**src/rtl/cnt_pkg.sv**
```systemverilog
// Shared helpers for the synchronous up counter: log2, power-of-two test
// and the WIDTH-bit terminal value.
package cnt_pkg;

  function automatic int unsigned clog2(input int unsigned value);
    int unsigned result;
    int unsigned v;
    result = 0;
    v      = (value > 0) ? value - 1 : 0;
    while (v > 0) begin
      result = result + 1;
      v      = v >> 1;
    end
    return result;
  endfunction

  function automatic bit is_pow2(input int unsigned value);
    return (value != 0) && ((value & (value - 1)) == 0);
  endfunction

  // True when the modulus uses the full binary range, so a bare T-flop chain wraps naturally
  function automatic bit is_full_range(input int unsigned mod, input int unsigned width);
    return is_pow2(mod) && (clog2(mod) == width);
  endfunction

  // Terminal value MOD-1 computed at 32 bits; callers truncate to their width
  function automatic int unsigned last_value(input int unsigned mod);
    return mod - 1;
  endfunction

endpackage

```
**src/rtl/t_ff_ar.sv**
```systemverilog
// Toggle flop with asynchronous active-high reset and a synchronous load
// path that takes precedence over the toggle.
module t_ff_ar (
  input  logic clk,
  input  logic rst,
  input  logic t,
  input  logic d_sync,
  input  logic ld,
  output logic q
);

  logic q_q;
  logic q_d;

  always_comb begin
    q_d = q_q;
    if (ld) begin
      q_d = d_sync;
    end else if (t) begin
      q_d = ~q_q;
    end
  end

  always_ff @(posedge clk or posedge rst) begin
    if (rst) begin
      q_q <= 1'b0;
    end else begin
      q_q <= q_d;
    end
  end

  assign q = q_q;

endmodule

```
**src/rtl/counter_up_sync.sv**
```systemverilog
// Synchronous modulo-MOD up counter built from T-flops with an AND carry
// chain; clear, saturating load and wrap share the flops' load path.
module counter_up_sync
  import cnt_pkg::*;
#(
  parameter int unsigned WIDTH = 4,
  parameter int unsigned MOD   = 16
) (
  input  logic             clk,
  input  logic             rst,
  input  logic             en,
  input  logic             clr,
  input  logic             load,
  input  logic [WIDTH-1:0] load_val,
  output logic [WIDTH-1:0] count,
  output logic             tc,
  output logic             ovf
);

  localparam logic [WIDTH-1:0] LAST      = WIDTH'(last_value(MOD));
  localparam bit               FULL_MOD  = is_full_range(MOD, WIDTH);

  logic [WIDTH-1:0] q_bits;
  logic [WIDTH-1:0] tog_c;
  logic [WIDTH-1:0] ld_val_c;
  logic [WIDTH-1:0] load_sat_c;
  logic             ld_c;
  logic             wrap_c;
  logic             ovf_q;
  logic             ovf_d;

  assign count  = q_bits;
  assign wrap_c = en && (q_bits == LAST);

  // Bit i toggles when enabled and every lower bit is 1
  genvar gi;
  generate
    for (gi = 0; gi < WIDTH; gi++) begin : g_carry
      if (gi == 0) begin : g_lsb
        assign tog_c[gi] = en;
      end else begin : g_upper
        assign tog_c[gi] = en & (&q_bits[gi-1:0]);
      end
    end
  endgenerate

  assign load_sat_c = (load_val > LAST) ? LAST : load_val;

  // Clear, load and non-binary wrap all force a value through the load path
  always_comb begin
    ld_c     = 1'b0;
    ld_val_c = '0;
    if (clr) begin
      ld_c     = 1'b1;
      ld_val_c = '0;
    end else if (load) begin
      ld_c     = 1'b1;
      ld_val_c = load_sat_c;
    end else if (!FULL_MOD && wrap_c) begin
      ld_c     = 1'b1;
      ld_val_c = '0;
    end
  end

  generate
    for (gi = 0; gi < WIDTH; gi++) begin : g_bit
      t_ff_ar u_tff (
        .clk    (clk),
        .rst    (rst),
        .t      (tog_c[gi]),
        .d_sync (ld_val_c[gi]),
        .ld     (ld_c),
        .q      (q_bits[gi])
      );
    end
  endgenerate

  always_comb begin
    ovf_d = ovf_q;
    if (clr) begin
      ovf_d = 1'b0;
    end else if (load) begin
      ovf_d = ovf_q;
    end else if (wrap_c) begin
      ovf_d = 1'b1;
    end
  end

  always_ff @(posedge clk or posedge rst) begin
    if (rst) begin
      ovf_q <= 1'b0;
    end else begin
      ovf_q <= ovf_d;
    end
  end

  assign ovf = ovf_q;
  assign tc  = wrap_c & ~rst;

endmodule

```
**config.mk**
```make
export PLATFORM = sky130hd
export DESIGN_NAME = counter_up_sync
export DESIGN_NICKNAME = d
export VERILOG_FILES = /design/src/rtl/cnt_pkg.sv /design/src/rtl/t_ff_ar.sv /design/src/rtl/counter_up_sync.sv
export SDC_FILE = /design/constraint.sdc
export NUM_CORES = 1
export LEC_CHECK = 0
export ABC_AREA = 1
export CAP_MARGIN = 20
export CORE_AREA = 4 4 41 43
export DETAILED_ROUTE_END_ITERATION = 8
export DIE_AREA = 0 0 45 47
export GPL_TIMING_DRIVEN = 0
export SLEW_MARGIN = 10
export SYNTH_ARGS = -nofsm -noshare
export SYNTH_HDL_FRONTEND = slang
export SYNTH_SLANG_ARGS = --single-unit
```
**constraint.sdc**
```tcl
create_clock -name clk -period 0.9 [get_ports clk]
set_input_delay 0.09 -clock clk [delete_from_list [all_inputs] [get_ports clk]]
set_output_delay 0.09 -clock clk [all_outputs]
set_load 0.05 [all_outputs]
```
==> impl_metrics.ini, run 1 <==
[yosys]
synth_top_flop_cell = dfrtp_1
ys_ff_latch = 5
synth_xor_area_share_pct = 0
synth_top_family_by_area = simple AND/OR/NAND/NOR gates
netlist.area_leader.share_pct = 38.3
synth.area.top_cells = dfrtp_1, nand2_1, nand3_1
synth_compound_area_share_pct = 4.60
syn_nets = 57
ys_seq_area_share_pct = 38.3
syn-cell-area_um2 = 327
ys.warnings.count = 0
synth_area_leader_cell = dfrtp_1
synthCells = 48
synth_edf_count = 0
synth-adder-area-share_pct = 0
synthMuxAreaShare_pct = 0
synth_common_cells = nand2_1, inv_1, nand3_1
synth-simple-area-share_pct = 38.7
syn_area_per_cell_um2 = 6.80
postSynth.asyncResetShare_pct = 100
post-synth-top-count-cell = nand2_1
synth_cell_types = 11

[worst_setup_path]
crit_chain = nand4_1 -> nor3_4 -> buf_6
start_kind = register
crit_type = reg2out
slowest_stage = dfrtp_1
worstPathArrival_ns = 1.13
critPathMaxStageDelay_ns = 0.36
worstPathMaxFanout = 2
worstPathRequired_ns = 0.81
cp-end-kind = output port

[power_and_ir_drop]
p_sw_share_pct = 33.2
p_switching_uw = 305
p_clk_share_pct = 29.3
vdd.ir_drop.worst_v = 0.000751
power_density_mw_per_mm2 = 1340
p_int_uw = 614
pwr-share-comb_pct = 42.5
leakage_uw = 0.000352
p_seq_share_pct = 28.2
p_total_uw = 920

[route]
post_drt_wl_per_cell_um = 10.4
routed_wl_um = 947
vias = 387
viasPerCell = 4.25
ant_nets = 0
post-route-drc-count = 0
drt_pass1_iterations = 2
drt-initial-drc-count = 7

[layout]
utilization_pct = 52.7
nFillCells = 143
syn_to_final_growth_pct = 110
nNetsFinal = 86
drive_above_1_share_pct = 43.4
antenna_cells = 0
fin_area_um2 = 686

[die]
core-area_mm2 = 0.00130
fp.dieW_um = 45
io_pins = 15
die_h_um = 47
start_util_pct = 25.1
die_area_mm2 = 0.00212
core.rowCount = 13

[placed_design]
routabilityCongestion = 0.728
hpwl_um = 573
portBuffers = 14
placed_cell_area_um2 = 497

[clock_network]
root_buffer = clkbuf_4
cts_hold_buf = 0
cts.clk_slew.worst_paths_ns = 0.05
clock_latency_ns = 0.25
clockBufferDepth = 2
cts.sinks = 5
cts_max_level = 1
cts_tree = built
cts_buffers = 3

[run]
max_cap_violations = 0

[hold_path]
hold_path_class = in2async

[sta]
finalClockSkew_ns = 0.00301
max_slew_margin_pct = 81.3
tns_ns = -1.77
period_share_pct = 135
tightest_slew_ns = 0.280
setup_viol = 10
layout_setup_ws_ns = -0.315
grt_setup_unrepaired = true
slew_viol_final = 0
period_needed_ns = 1.22
finalHoldViolCount = 0
fmax_ghz = 0.823

[run_status]
outcome = complete, but fails checks
failed_checks = negative setup slack

[global_routing]
grtUsageTotal_pct = 10.8
antenna_found_initial = 0
grt_pass1_wl_um = 1550
overflow = 0
grt_max_degree = 7
grt_pass1_vias = 357
area by class of cell:
class                   count  area [um^2]  area share, %
flip-flops and latches      5          125           18.2
inverters                   8         35.0           5.11
repair buffers             23          250           36.5
multi-input cells          32          185           27.0
plain buffers               4         45.0           6.57
well taps                  15         18.8           2.74
clock buffers               4         26.3           3.83
worst paths after layout:
| path | from | to | slack (ns) | cells after the start |
|---|---|---|---|---|
| worst max-delay path | g_bit[1].u_tff.q | tc | -0.32 | 3 |
| worst min-delay path | rst | g_bit[2].u_tff.q | 0.14 | 2 |
| worst max register to register | g_bit[1].u_tff.q | g_bit[2].u_tff.q | -0.21 | 7 |
| worst min register to register | ovf | ovf | 0.51 | 2 |
| max in group asynchronous | rst | g_bit[3].u_tff.q | 0.58 | 2 |
| min in group clk | en | g_bit[2].u_tff.q | 0.26 | 4 |
state kept, by name, summed over array words and instances, names as in the netlist:
| register | count |
|---|---|
| g_bit.u_tff.q | 4 |
| ovf | 1 |
critical path, delay by kind of cell, from the launching register on:
kind / cells / cell delay [ns]
flops: 1 / 0.36
buf+inv: 1 / 0.18
simple gates: 2 / 0.34
repair_timing:
action	CTS	global route
pin swaps	5	5
endpoints found under the setup margin	10	11
cloned	1	0
gates resized for setup	64	7
setup buffers	8	3
layout by cell type (no fill, tap or decap), drive strengths merged:
cell           count
clkdlybuf4s50      6
dfrtp              5
nand4              1
nor3               1
buf               19
inv                8
dlygate4sd2        1
nand2             16
o21ai              3
dlymetal6s2s       1
clkbuf             4
nand3              8
nor2               3
layer usage:
layer  routed length, um  vias to the layer above  share of wire, %  track usage (%)
met5                   0                        -                 0                0
met4                  19                        0               2.0             8.77
met3                  85                        2               9.0             3.83
met2                 430                       16                45             15.8
met1                 411                      166                43             12.6
li1                    -                      203                 -                -
stage by stage:
| step | worst slack, ns | cells | hold WS (ns) |
|---|---|---|---|
| 2_1_floorplan | -0.178 | 48 | -0.131 |
| 3_3_place_gp | -0.966 | 77 | 0.408 |
| 3_5_place_dp | -0.976 | 77 | 0.410 |
| 4_1_cts | -0.332 | 90 | 0.147 |
| 5_1_grt | -0.381 | 91 | 0.152 |
| 6_report | -0.315 | 91 | 0.139 |
power by group through the flow:
stage | sequential, uW | clock [uW] | combinational [uW]
2_1_floorplan | 261 | 0 | 155
3_3_place_gp | 265 | 0 | 240
3_5_place_dp | 266 | 0 | 241
4_1_cts | 259 | 278 | 368
5_1_grt | 261 | 294 | 419
6_report | 259 | 269 | 391
logic make-up (layout without fill, tap and decap cells):
kind of cell	after synthesis	in the layout
compound gates	3	3
buf+inv	12	39
flops	5	5
simple gates	28	29
(Power assumes the default switching activity.)
==> run 2, diff against run 1 <==
- CELL_PAD_IN_SITES_DETAIL_PLACEMENT: not set -> 2
- CELL_PAD_IN_SITES_GLOBAL_PLACEMENT: not set -> 2
- CORE_AREA: 4 4 41 43 -> not set
- CORE_MARGIN: not set -> 4
- CORE_UTILIZATION: not set -> 18
- DIE_AREA: 0 0 45 47 -> not set
- PLACE_DENSITY_LB_ADDON: not set -> 0.1
==> impl_metrics.ini, run 2 (synthesis gave the netlist of run 1 again) <==
[placed_design]
portBuffers = 14
placedCellCount = 87
routabilityCongestion = 0.660
pre_cts_ws_ns = -1.02

[layout]
largest_reg_flops = 4
syn_to_final_growth_pct = 111
drive_above_1_share_pct = 42.3
antenna_cells = 0
final_cell_mix = nand2_1, buf_6, buf_4
nNetsFinal = 88
nFillCells = 208
fin_cells = 103
final_common_cell = nand2_1

[route]
post_drt_wl_per_cell_um = 12.9
vias = 410
viasPerCell = 3.98
routed_wl_um = 1330
post-route-drc-count = 0
drt_pass1_iterations = 1
ant_nets = 0
drt-initial-drc-count = 0

[die]
start_util_pct = 18.9
fp.dieW_um = 50.6
die_h_um = 50.6
core-area_mm2 = 0.00173
io_pins = 15
core.rowCount = 15
die_area_mm2 = 0.00256

[clock_network]
clockBufferDepth = 2
root_buffer = clkbuf_4
cts_hold_buf = 0
cts_buffers = 3
cts_max_level = 1
cts.sinks = 5
cts_tree = built
clock_latency_ns = 0.24
cts.clk_slew.worst_paths_ns = 0.05

[sta]
fmax_ghz = 0.789
grt_setup_unrepaired = true
period_needed_ns = 1.27
finalHoldViolCount = 0
max_slew_margin_pct = 85.2
finalClockSkew_ns = 0.00377
setup_viol = 10
tightest_slew_ns = 0.221
period_share_pct = 141
layout_setup_ws_ns = -0.367
slew_viol_final = 0

[worst_setup_path]
critPathMaxStageDelay_ns = 0.39
crit_chain = buf_6 -> buf_6 -> buf_6 -> nand3_1 -> nand2_2 -> nand2_1 -> o21ai_1
crit_buf_inv = 3
worstPathArrival_ns = 1.38
start_kind = register
worst_r2r_path_depth = 7
worstPathRequired_ns = 1.01
r2r-start = g_bit[1].u_tff.q
cp-end-kind = register
r2r_end = g_bit[2].u_tff.q
critical_path.endpoint = g_bit[2].u_tff.q
cpLargestDelayFamily = flip-flops
path_common_cell = buf_6
crit_path_start = g_bit[1].u_tff.q
slowest_stage = dfrtp_1
rrSetupSlack_ns = -0.37
cp.depth = 7
crit_type = reg2reg
worstPathMaxFanout = 2

[power_and_ir_drop]
p_seq_share_pct = 28.2
p_int_uw = 608
p_clk_share_pct = 28.9
p_switching_uw = 308
p_sw_share_pct = 33.6
power_density_mw_per_mm2 = 1330
pwr-share-comb_pct = 42.9
vdd.ir_drop.worst_v = 0.000299
leakage_uw = 0.000351

[run]
max_cap_violations = 0

[hold_path]
hold_path_class = in2async

[global_routing]
grt_pass1_wl_um = 2040
overflow = 0
antenna_found_initial = 0
grtUsageTotal_pct = 10.7
grt_max_degree = 6
grt_pass1_vias = 432

[run_status]
failed_checks = negative setup slack
outcome = complete, but fails checks
run 2: layer usage:
layer	wire [um]	GRT usage, %
met1	588	12.8
met2	706	19.3
met3	39	1.78
met4	0	2.69
met5	0	0
run 2: worst min-delay path by stage:
| stage | startpoint | to | slack, ns | depth (start not counted) |
|---|---|---|---|---|
| 4_1_cts | rst | g_bit[3].u_tff.q | 0.16 | 2 |
| 5_1_grt | rst | g_bit[3].u_tff.q | 0.17 | 2 |
| 3_3_place_gp | rst | g_bit[3].u_tff.q | 0.41 | 2 |
| 6_report | rst | g_bit[3].u_tff.q | 0.15 | 2 |
| 3_5_place_dp | rst | g_bit[3].u_tff.q | 0.41 | 2 |
| 2_1_floorplan | rst | g_bit[0].u_tff.q | -0.13 | 1 |
run 2: cell type report:
type	count	area, um^2	share of cell area (%)
inverters	8	30.0	4.36
flip-flops and latches	5	125	18.2
multi-input cells	31	174	25.3
plain buffers	3	30.0	4.36
well taps	25	31.3	4.55
repair buffers	27	272	39.5
clock buffers	4	26.3	3.82
run 2: metrics by stage:
stage | hold slack (ns) | area [um^2] | power [uW] | setup TNS [ns] | util (%)
detailed placement | 0.410 | 509 | 515 | -4.72 | 29.5
floorplan | -0.131 | 338 | 416 | -0.178 | -
finish | 0.146 | 688 | 916 | -2.28 | 39.9
global route | 0.167 | 688 | 976 | -2.85 | 39.9
CTS | 0.158 | 656 | 872 | -1.50 | 38.0
global placement | 0.411 | 509 | 514 | -4.80 | 29.5
run 2: worst reg2reg max path, cell delays in order (launching register included):
cell and delay (ns):
dfrtp_1 0.39, buf_6 0.12, buf_6 0.11, buf_6 0.11, nand3_1 0.13, nand2_2 0.09, nand2_1 0.10, o21ai_1 0.09
run 2: power by group through the flow:
stage	Combinational, uW	Sequential, uW	Clock [uW]
detailed placement	248	267	0
global placement	247	267	0
floorplan	155	261	0
global route	421	259	296
CTS	354	257	261
finish	393	258	264
run 2: timing repair:
action / in CTS / in global routing
resized for setup: 59 / 5
endpoints found under the setup margin: 10 / 11
cloned: 0 / 0
pin swaps: 5 / 1
buffers inserted: 11 / 3
